[src/rtl/tag_lookup_if.sv]
// Handshake and array bundle between the tag lookup controller
// and its requester, memory and 8-way tag array.
interface tag_lookup_if #(
  parameter int TAG_W = 24
);
  logic               req_valid;
  logic               req_ready;
  logic [TAG_W-1:0]   req_tag;
  logic               resp_valid;
  logic               resp_hit;
  logic [2:0]         resp_way;
  logic               resp_err;
  logic               mem_req_valid;
  logic               mem_req_ready;
  logic [TAG_W-1:0]   mem_req_tag;
  logic               mem_ack;
  logic [7:0]         tag_we;
  logic [TAG_W-1:0]   tag_wdata;
  logic [8*TAG_W-1:0] tag_rd;

  modport master (
    input  req_valid, req_tag,
    input  mem_req_ready, mem_ack, tag_rd,
    output req_ready,
    output resp_valid, resp_hit, resp_way, resp_err,
    output mem_req_valid, mem_req_tag,
    output tag_we, tag_wdata
  );

  modport slave (
    output req_valid, req_tag,
    output mem_req_ready, mem_ack, tag_rd,
    input  req_ready,
    input  resp_valid, resp_hit, resp_way, resp_err,
    input  mem_req_valid, mem_req_tag,
    input  tag_we, tag_wdata
  );
endinterface

[src/rtl/tag_lookup_ctrl.sv]
// Lookup/fill controller for an 8-way tag array: hit detection,
// miss fetch with timeout, victim selection (invalid-first, then PLRU).
module tag_lookup_ctrl #(
  parameter int TAG_W   = 24,
  parameter int TIMEOUT = 255
) (
  input  logic         clk,
  input  logic         reset,
  tag_lookup_if.master bus
);
  typedef enum logic [2:0] {
    IDLE, CMP, MREQ, MWAIT, FILL, RESP
  } state_t;

  localparam logic [7:0] TMO = 8'(TIMEOUT);

  state_t           state;
  logic [7:0]       valid;
  logic [6:0]       plru;
  logic [7:0]       timer;
  logic [TAG_W-1:0] tag_q;
  logic [2:0]       victim;

  logic [7:0] hit;
  logic [2:0] hit_way;
  logic [2:0] inv_way;
  logic [2:0] plru_way;
  logic [2:0] leaf;
  logic [7:0] timer_nx;

  function automatic logic [6:0] plru_upd(
    input logic [6:0] p,
    input logic [2:0] w
  );
    logic [6:0] n;
    n = p;
    n[0] = ~w[2];
    if (w[2]) n[2] = ~w[1];
    else      n[1] = ~w[1];
    n[3'd3 + {1'b0, w[2:1]}] = ~w[0];
    return n;
  endfunction

  always_comb begin
    hit     = '0;
    hit_way = '0;
    inv_way = '0;
    for (int i = 0; i < 8; i++)
      hit[i] = valid[i] &
        (bus.tag_rd[i*TAG_W +: TAG_W] == tag_q);
    // descending scan leaves the lowest index
    for (int i = 7; i >= 0; i--) begin
      if (hit[i])    hit_way = 3'(i);
      if (!valid[i]) inv_way = 3'(i);
    end
  end

  always_comb begin
    plru_way[2] = plru[0];
    plru_way[1] = plru[0] ? plru[2] : plru[1];
    leaf        = 3'd3 + {1'b0, plru_way[2:1]};
    plru_way[0] = plru[leaf];
    timer_nx    = timer + 8'd1;
  end

  always_ff @(posedge clk) begin
    if (reset) begin
      state             <= IDLE;
      valid             <= '0;
      plru              <= '0;
      timer             <= '0;
      tag_q             <= '0;
      victim            <= '0;
      bus.req_ready     <= 1'b0;
      bus.resp_valid    <= 1'b0;
      bus.resp_hit      <= 1'b0;
      bus.resp_way      <= '0;
      bus.resp_err      <= 1'b0;
      bus.mem_req_valid <= 1'b0;
      bus.mem_req_tag   <= '0;
      bus.tag_we        <= '0;
      bus.tag_wdata     <= '0;
    end else begin
      bus.resp_valid <= 1'b0;
      bus.resp_hit   <= 1'b0;
      bus.resp_way   <= '0;
      bus.resp_err   <= 1'b0;
      bus.tag_we     <= '0;
      unique case (state)
        IDLE: begin
          if (bus.req_valid && bus.req_ready) begin
            tag_q         <= bus.req_tag;
            bus.req_ready <= 1'b0;
            state         <= CMP;
          end else begin
            bus.req_ready <= 1'b1;
          end
        end
        CMP: begin
          if (|hit) begin
            bus.resp_valid <= 1'b1;
            bus.resp_hit   <= 1'b1;
            bus.resp_way   <= hit_way;
            plru           <= plru_upd(plru, hit_way);
            bus.req_ready  <= 1'b1;
            state          <= IDLE;
          end else begin
            victim            <= (&valid) ? plru_way : inv_way;
            bus.mem_req_valid <= 1'b1;
            bus.mem_req_tag   <= tag_q;
            state             <= MREQ;
          end
        end
        MREQ: begin
          if (bus.mem_req_ready) begin
            bus.mem_req_valid <= 1'b0;
            timer             <= '0;
            state             <= MWAIT;
          end
        end
        MWAIT: begin
          if (bus.mem_ack) begin
            bus.tag_we    <= 8'b1 << victim;
            bus.tag_wdata <= tag_q;
            state         <= FILL;
          end else begin
            timer <= timer_nx;
            // abort after TIMEOUT cycles spent here
            if (timer_nx == TMO) begin
              bus.resp_valid <= 1'b1;
              bus.resp_err   <= 1'b1;
              bus.resp_way   <= victim;
              bus.req_ready  <= 1'b1;
              state          <= IDLE;
            end
          end
        end
        FILL: begin
          valid[victim]  <= 1'b1;
          plru           <= plru_upd(plru, victim);
          bus.resp_valid <= 1'b1;
          bus.resp_way   <= victim;
          state          <= RESP;
        end
        RESP: begin
          bus.req_ready <= 1'b1;
          state         <= IDLE;
        end
        default: state <= IDLE;
      endcase
    end
  end
endmodule

[src/flat_wrapper.sv]
// flat-port wrapper written by rule: the top's interface ports become plain ports
module tag_lookup_ctrl_flat 
#(
  parameter int TAG_W   = 24,
  parameter int TIMEOUT = 255
)
  (clk, reset, bus_req_valid, bus_req_tag, bus_mem_req_ready, bus_mem_ack, bus_tag_rd, bus_req_ready, bus_resp_valid, bus_resp_hit, bus_resp_way, bus_resp_err, bus_mem_req_valid, bus_mem_req_tag, bus_tag_we, bus_tag_wdata);
  tag_lookup_if #(.TAG_W(TAG_W)) bus_i ();
  input  logic clk;
  input  logic reset;
  input wire logic [$bits(bus_i.req_valid)-1:0] bus_req_valid;
  input wire logic [$bits(bus_i.req_tag)-1:0] bus_req_tag;
  input wire logic [$bits(bus_i.mem_req_ready)-1:0] bus_mem_req_ready;
  input wire logic [$bits(bus_i.mem_ack)-1:0] bus_mem_ack;
  input wire logic [$bits(bus_i.tag_rd)-1:0] bus_tag_rd;
  output wire logic [$bits(bus_i.req_ready)-1:0] bus_req_ready;
  output wire logic [$bits(bus_i.resp_valid)-1:0] bus_resp_valid;
  output wire logic [$bits(bus_i.resp_hit)-1:0] bus_resp_hit;
  output wire logic [$bits(bus_i.resp_way)-1:0] bus_resp_way;
  output wire logic [$bits(bus_i.resp_err)-1:0] bus_resp_err;
  output wire logic [$bits(bus_i.mem_req_valid)-1:0] bus_mem_req_valid;
  output wire logic [$bits(bus_i.mem_req_tag)-1:0] bus_mem_req_tag;
  output wire logic [$bits(bus_i.tag_we)-1:0] bus_tag_we;
  output wire logic [$bits(bus_i.tag_wdata)-1:0] bus_tag_wdata;
  assign bus_i.req_valid = bus_req_valid;
  assign bus_i.req_tag = bus_req_tag;
  assign bus_i.mem_req_ready = bus_mem_req_ready;
  assign bus_i.mem_ack = bus_mem_ack;
  assign bus_i.tag_rd = bus_tag_rd;
  assign bus_req_ready = bus_i.req_ready;
  assign bus_resp_valid = bus_i.resp_valid;
  assign bus_resp_hit = bus_i.resp_hit;
  assign bus_resp_way = bus_i.resp_way;
  assign bus_resp_err = bus_i.resp_err;
  assign bus_mem_req_valid = bus_i.mem_req_valid;
  assign bus_mem_req_tag = bus_i.mem_req_tag;
  assign bus_tag_we = bus_i.tag_we;
  assign bus_tag_wdata = bus_i.tag_wdata;
  tag_lookup_ctrl #(.TAG_W(TAG_W), .TIMEOUT(TIMEOUT)) u_core (.clk(clk), .reset(reset), .bus(bus_i));
endmodule
[config.mk]
export PLATFORM = sky130hd
export DESIGN_NAME = tag_lookup_ctrl_flat
export DESIGN_NICKNAME = d
export VERILOG_FILES = /design/src/rtl/tag_lookup_if.sv /design/src/rtl/tag_lookup_ctrl.sv /design/src/flat_wrapper.sv
export SDC_FILE = /design/constraint.sdc
export NUM_CORES = 1
export LEC_CHECK = 0
export BUFFER_PORTS_ARGS = -buffer_cell sky130_fd_sc_hd__buf_2
export CAP_MARGIN = 20
export CORE_UTILIZATION = 40
export DETAILED_ROUTE_END_ITERATION = 10
export PLACE_DENSITY = 0.76
export SETUP_SLACK_MARGIN = 0.02
export SLEW_MARGIN = 20
export SYNTH_ARGS = -nofsm -noshare
export SYNTH_HDL_FRONTEND = slang
export SYNTH_SLANG_ARGS = --single-unit
[constraint.sdc]
create_clock -name clk -period 5.7 [get_ports clk]
set_input_delay 1.14 -clock clk [delete_from_list [all_inputs] [get_ports clk]]
set_output_delay 1.14 -clock clk [all_outputs]
set_load 0.05 [all_outputs]
==> load_flow_metrics.sql <==
INSERT INTO impl_metrics (metric_group, metric, value, unit) VALUES
('run_status', 'result_of_the_run', 'complete, no violations', ''),
('timing', 'fin_worst_skew', '0.009265', 'ns'),
('detailed_routing', 'drt_pass1_iterations', '5', ''),
('detailed_routing', 'first_iter_violations', '562', ''),
('worst_setup_path', 'cp.required', '6.04', 'ns'),
('grt', 'grt.overflow.total', '0', ''),
('worst_setup_path', 'r2r_start', 'u_core.tag_q[19]$_SDFFE_PP0P_', ''),
('cts', 'cts.repair.resized', '0', ''),
('die', 'rows', '49', ''),
('cts', 'tritoncts', 'yes', ''),
('timing', 'setup_tns', '0', 'ns'),
('cts', 'clock_sink_count', '117', ''),
('timing', 'finalWorstPathRequiredPeriod', '4.138', 'ns'),
('worst_hold_path', 'hold_crit_class', 'register to register', ''),
('grt', 'number_of_global_route_vias_before_repair', '7888', ''),
('layout', 'multi_input_area', '4936', 'um^2'),
('place', 'dp_hpwl', '22370', 'um'),
('detailed_routing', 'routedWlPerCell', '20.76', 'um'),
('cts', 'max-clock-path-buffers', '2', ''),
('place', 'dp_worst_setup_slack', '1.387', 'ns'),
('yosys', 'postSynth.asyncResetShare', '0', '%'),
('cts', 'cts.hold.buffers_added', '0', ''),
('job', 'max_cap_violations', '0', ''),
('grt', 'grt_start_max_net_pins', '53', ''),
('grt', 'initial_antenna_violation_count', '5', ''),
('die', 'io-pin-count', '285', ''),
('die', 'initial_core_util', '41.50', '%'),
('detailed_routing', 'vias', '8137', ''),
('place', 'port_buffers', '284', ''),
('detailed_routing', 'finalWirelength', '30250', 'um'),
('worst_setup_path', 'worstPathMaxFanout', '11', ''),
('grt', 'global_route.usage.total', '30.76', '%'),
('die', 'floorplan.die.width', '139.7', 'um'),
('layout', 'drive_above_1_share', '27.67', '%'),
('timing', 'timing.final.setup_violations', '0', ''),
('yosys', 'synth.ff_latch_count', '117', ''),
('cts', 'worstSkewPairLatency', '0.42', 'ns'),
('place', 'gpl.final_weighted_congestion', '0.9721', ''),
('die', 'floorplan.die_area', '19510', 'um^2'),
('power', 'vdd.ir_drop.worst', '212.0', 'uV'),
('worst_hold_path', 'holdPathStages', '2', ''),
('worst_setup_path', 'timing.critical_path.arrival', '4.48', 'ns'),
('timing', 'post-route-period-util', '72.59', '%'),
('worst_setup_path', 'startpoint_type', 'register', ''),
('worst_setup_path', 'r2r_slack', '1.56', 'ns'),
('worst_setup_path', 'rr_endpoint', 'u_core.plru[0]$_SDFFE_PP0P_', ''),
('worst_setup_path', 'timing_worst_setup_path_type', 'register to register', ''),
('power', 'cellPowerDensity', '270.4', 'nW/um^2'),
('grt', 'grt_first_pass_wirelength', '44850', 'um'),
('yosys', 'post_synth_instance_area', '7582', 'um^2'),
('layout', 'post_layout_instance_count_excluding_filler_cells', '1457', ''),
('worst_setup_path', 'timing.reg2reg.worst_path_depth', '12', ''),
('timing', 'worst_slack_setup_final', '1.562', 'ns'),
('power', 'power_leakage', '4.209', 'nW'),
('timing', 'worst_pin_slew', '1.062', 'ns'),
('yosys', 'syn_area_per_cell', '7.948', 'um^2'),
('layout', 'layout-area-overhead-vs-synth', '28.48', '%'),
('worst_hold_path', 'hold_path_end', 'u_core.bus.tag_wdata[10]$_SDFFE_PP0P_', ''),
('timing', 'finalHoldViolations', '0', ''),
('timing', 'highest_clock_rate', '0.2417', 'GHz'),
('timing', 'setup_repair_after_global_routing_missed_its_margin', 'no', ''),
('layout', 'nNetsFinal', '1448', ''),
('die', 'floorplan.die.height', '139.7', 'um'),
('layout', 'n_fill_cell', '1749', ''),
('yosys', 'mappedNetlistNets', '1190', ''),
('cts', 'htreeDepth', '4', ''),
('yosys', 'ys_seq_area_share', '30.89', '%'),
('timing', 'timing.final.max_slew_violations', '0', ''),
('yosys', 'synth.distinct_cells', '58', ''),
('cts', 'buffer_cell_driving_the_clock_tree_root', 'clkbuf_16', ''),
('layout', 'mostFrequentLayoutCells', 'buf_2, nand2_1, dfxtp_1, xor2_1, xnor2_1', '');
-- Yosys cell counts (2+ instances only) --
cell | n | area (um^2)
o211ai_1 | 2 | 15.01
clkbuf_1 | 28 | 105.1
nand3b_1 | 2 | 15.01
ha_1 | 15 | 187.7
mux2i_1 | 27 | 270.3
nor3b_1 | 6 | 45.04
and3_1 | 7 | 43.79
buf_6 | 3 | 33.78
a21oi_1 | 73 | 365.4
or2_2 | 3 | 18.77
or3b_2 | 2 | 17.52
mux2_2 | 2 | 22.52
a22oi_1 | 3 | 22.52
and4_1 | 2 | 17.52
o21ai_1 | 2 | 10.01
nand4b_1 | 7 | 61.31
buf_2 | 23 | 115.1
nor2_1 | 78 | 292.8
nand2_1 | 144 | 540.5
nand2b_1 | 5 | 31.28
nand4_1 | 42 | 262.8
xnor2_1 | 83 | 727.0
nand3_1 | 21 | 105.1
nor4_1 | 40 | 250.2
a41o_1 | 2 | 20.02
nor4b_1 | 2 | 17.52
xor2_1 | 112 | 980.9
o21ai_0 | 13 | 65.06
o311a_1 | 5 | 50.05
nor3_1 | 25 | 125.1
or4_1 | 7 | 52.55
or3_1 | 4 | 25.02
inv_1 | 13 | 48.80
a31oi_1 | 10 | 62.56
dfxtp_1 | 117 | 2342
a311o_1 | 2 | 20.02
-- area by class of cell --
class                      instances  share of cell area (%)
clock buffer                      19                   4.444
timing repair buffer             295                   15.46
sequential                       117                   24.04
tap                              229                   2.941
inverter                          13                  0.5009
multi-input combinational        768                   50.67
clock inverter                    13                   1.862
antenna                            3                 0.07706
-- sequential cells by signal (all words and copies together), names as in the netlist --
signal,cells
u_core.victim,3
u_core.bus.mem_req_valid,1
u_core.state,3
u_core.timer,8
u_core.plru,7
u_core.bus.resp_hit,1
u_core.bus.tag_wdata,24
u_core.tag_q,24
u_core.bus.resp_valid,1
u_core.bus.mem_req_tag,24
u_core.valid,8
u_core.bus.tag_we,8
u_core.bus.resp_way,3
u_core.bus.req_ready,1
u_core.bus.resp_err,1
-- per-layer routing --
layer / part of all wire (%) / vias up / global-route usage [%]
met4: 4.1 / 8 / 13.94
met3: 9.9 / 93 / 8.018
met5: 0.15 / - / 0
li1: - / 3835 / -
met1: 40 / 3725 / 38.43
met2: 46 / 476 / 49.53
-- through the flow --
stage	utilization [%]	hold WS (ns)	instance area (um^2)	power (mW)
3_5_place_dp	49.92	0.4449	9120	1.504
5_1_grt	53.28	0.4714	9734	2.732
4_1_cts	53.28	0.4525	9734	2.632
6_report	53.32	0.4520	9742	2.635
3_3_place_gp	49.92	0.4390	9120	1.500
2_1_floorplan	-	0.4471	7582	1.284
-- critical path, cell delays in order, from the launching register on --
cell and delay, ns:
dfxtp_1 0.97, xor2_1 0.16, or4_1 0.50, nor4_1 0.63
a221oi_2 0.19, o211a_1 0.32, inv_1 0.16, ha_1 0.19
inv_1 0.06, nor3_1 0.29, a21oi_1 0.12, a311o_1 0.32
a31oi_1 0.15
-- power breakdown --
group	total, mW	internal (mW)	switching [mW]
Clock	1.13	0.730	0.402
Sequential	0.949	0.846	0.104
Combinational	0.553	0.230	0.324
Total	2.63	1.81	0.829
-- worst max path at each step --
stage	from	to	slack [ns]	cells after the start
6_report	u_core.tag_q[19]$_SDFFE_PP0P_	u_core.plru[0]$_SDFFE_PP0P_	1.56	12
5_1_grt	u_core.tag_q[19]$_SDFFE_PP0P_	u_core.plru[0]$_SDFFE_PP0P_	1.30	12
4_1_cts	u_core.tag_q[19]$_SDFFE_PP0P_	u_core.plru[0]$_SDFFE_PP0P_	1.69	12
3_5_place_dp	bus_tag_rd[106]	u_core.plru[0]$_SDFFE_PP0P_	1.39	13
3_3_place_gp	bus_tag_rd[106]	u_core.plru[0]$_SDFFE_PP0P_	1.45	13
2_1_floorplan	bus_tag_rd[159]	u_core.plru[0]$_SDFFE_PP0P_	1.96	11
-- cells by family (layout without fill, tap and decap cells) --
family | Yosys count | in the layout | synth area share [%]
simple gates | 405 | 405 | 26.42
xor+xnor | 195 | 195 | 22.52
compound gates | 124 | 124 | 9.687
flops | 117 | 117 | 30.89
buf+inv | 69 | 340 | 4.142
mux | 29 | 29 | 3.861
fa+ha+maj | 15 | 15 | 2.475
other cells | 0 | 3 | 0
No activity file was read; power rests on OpenSTA's default activity.
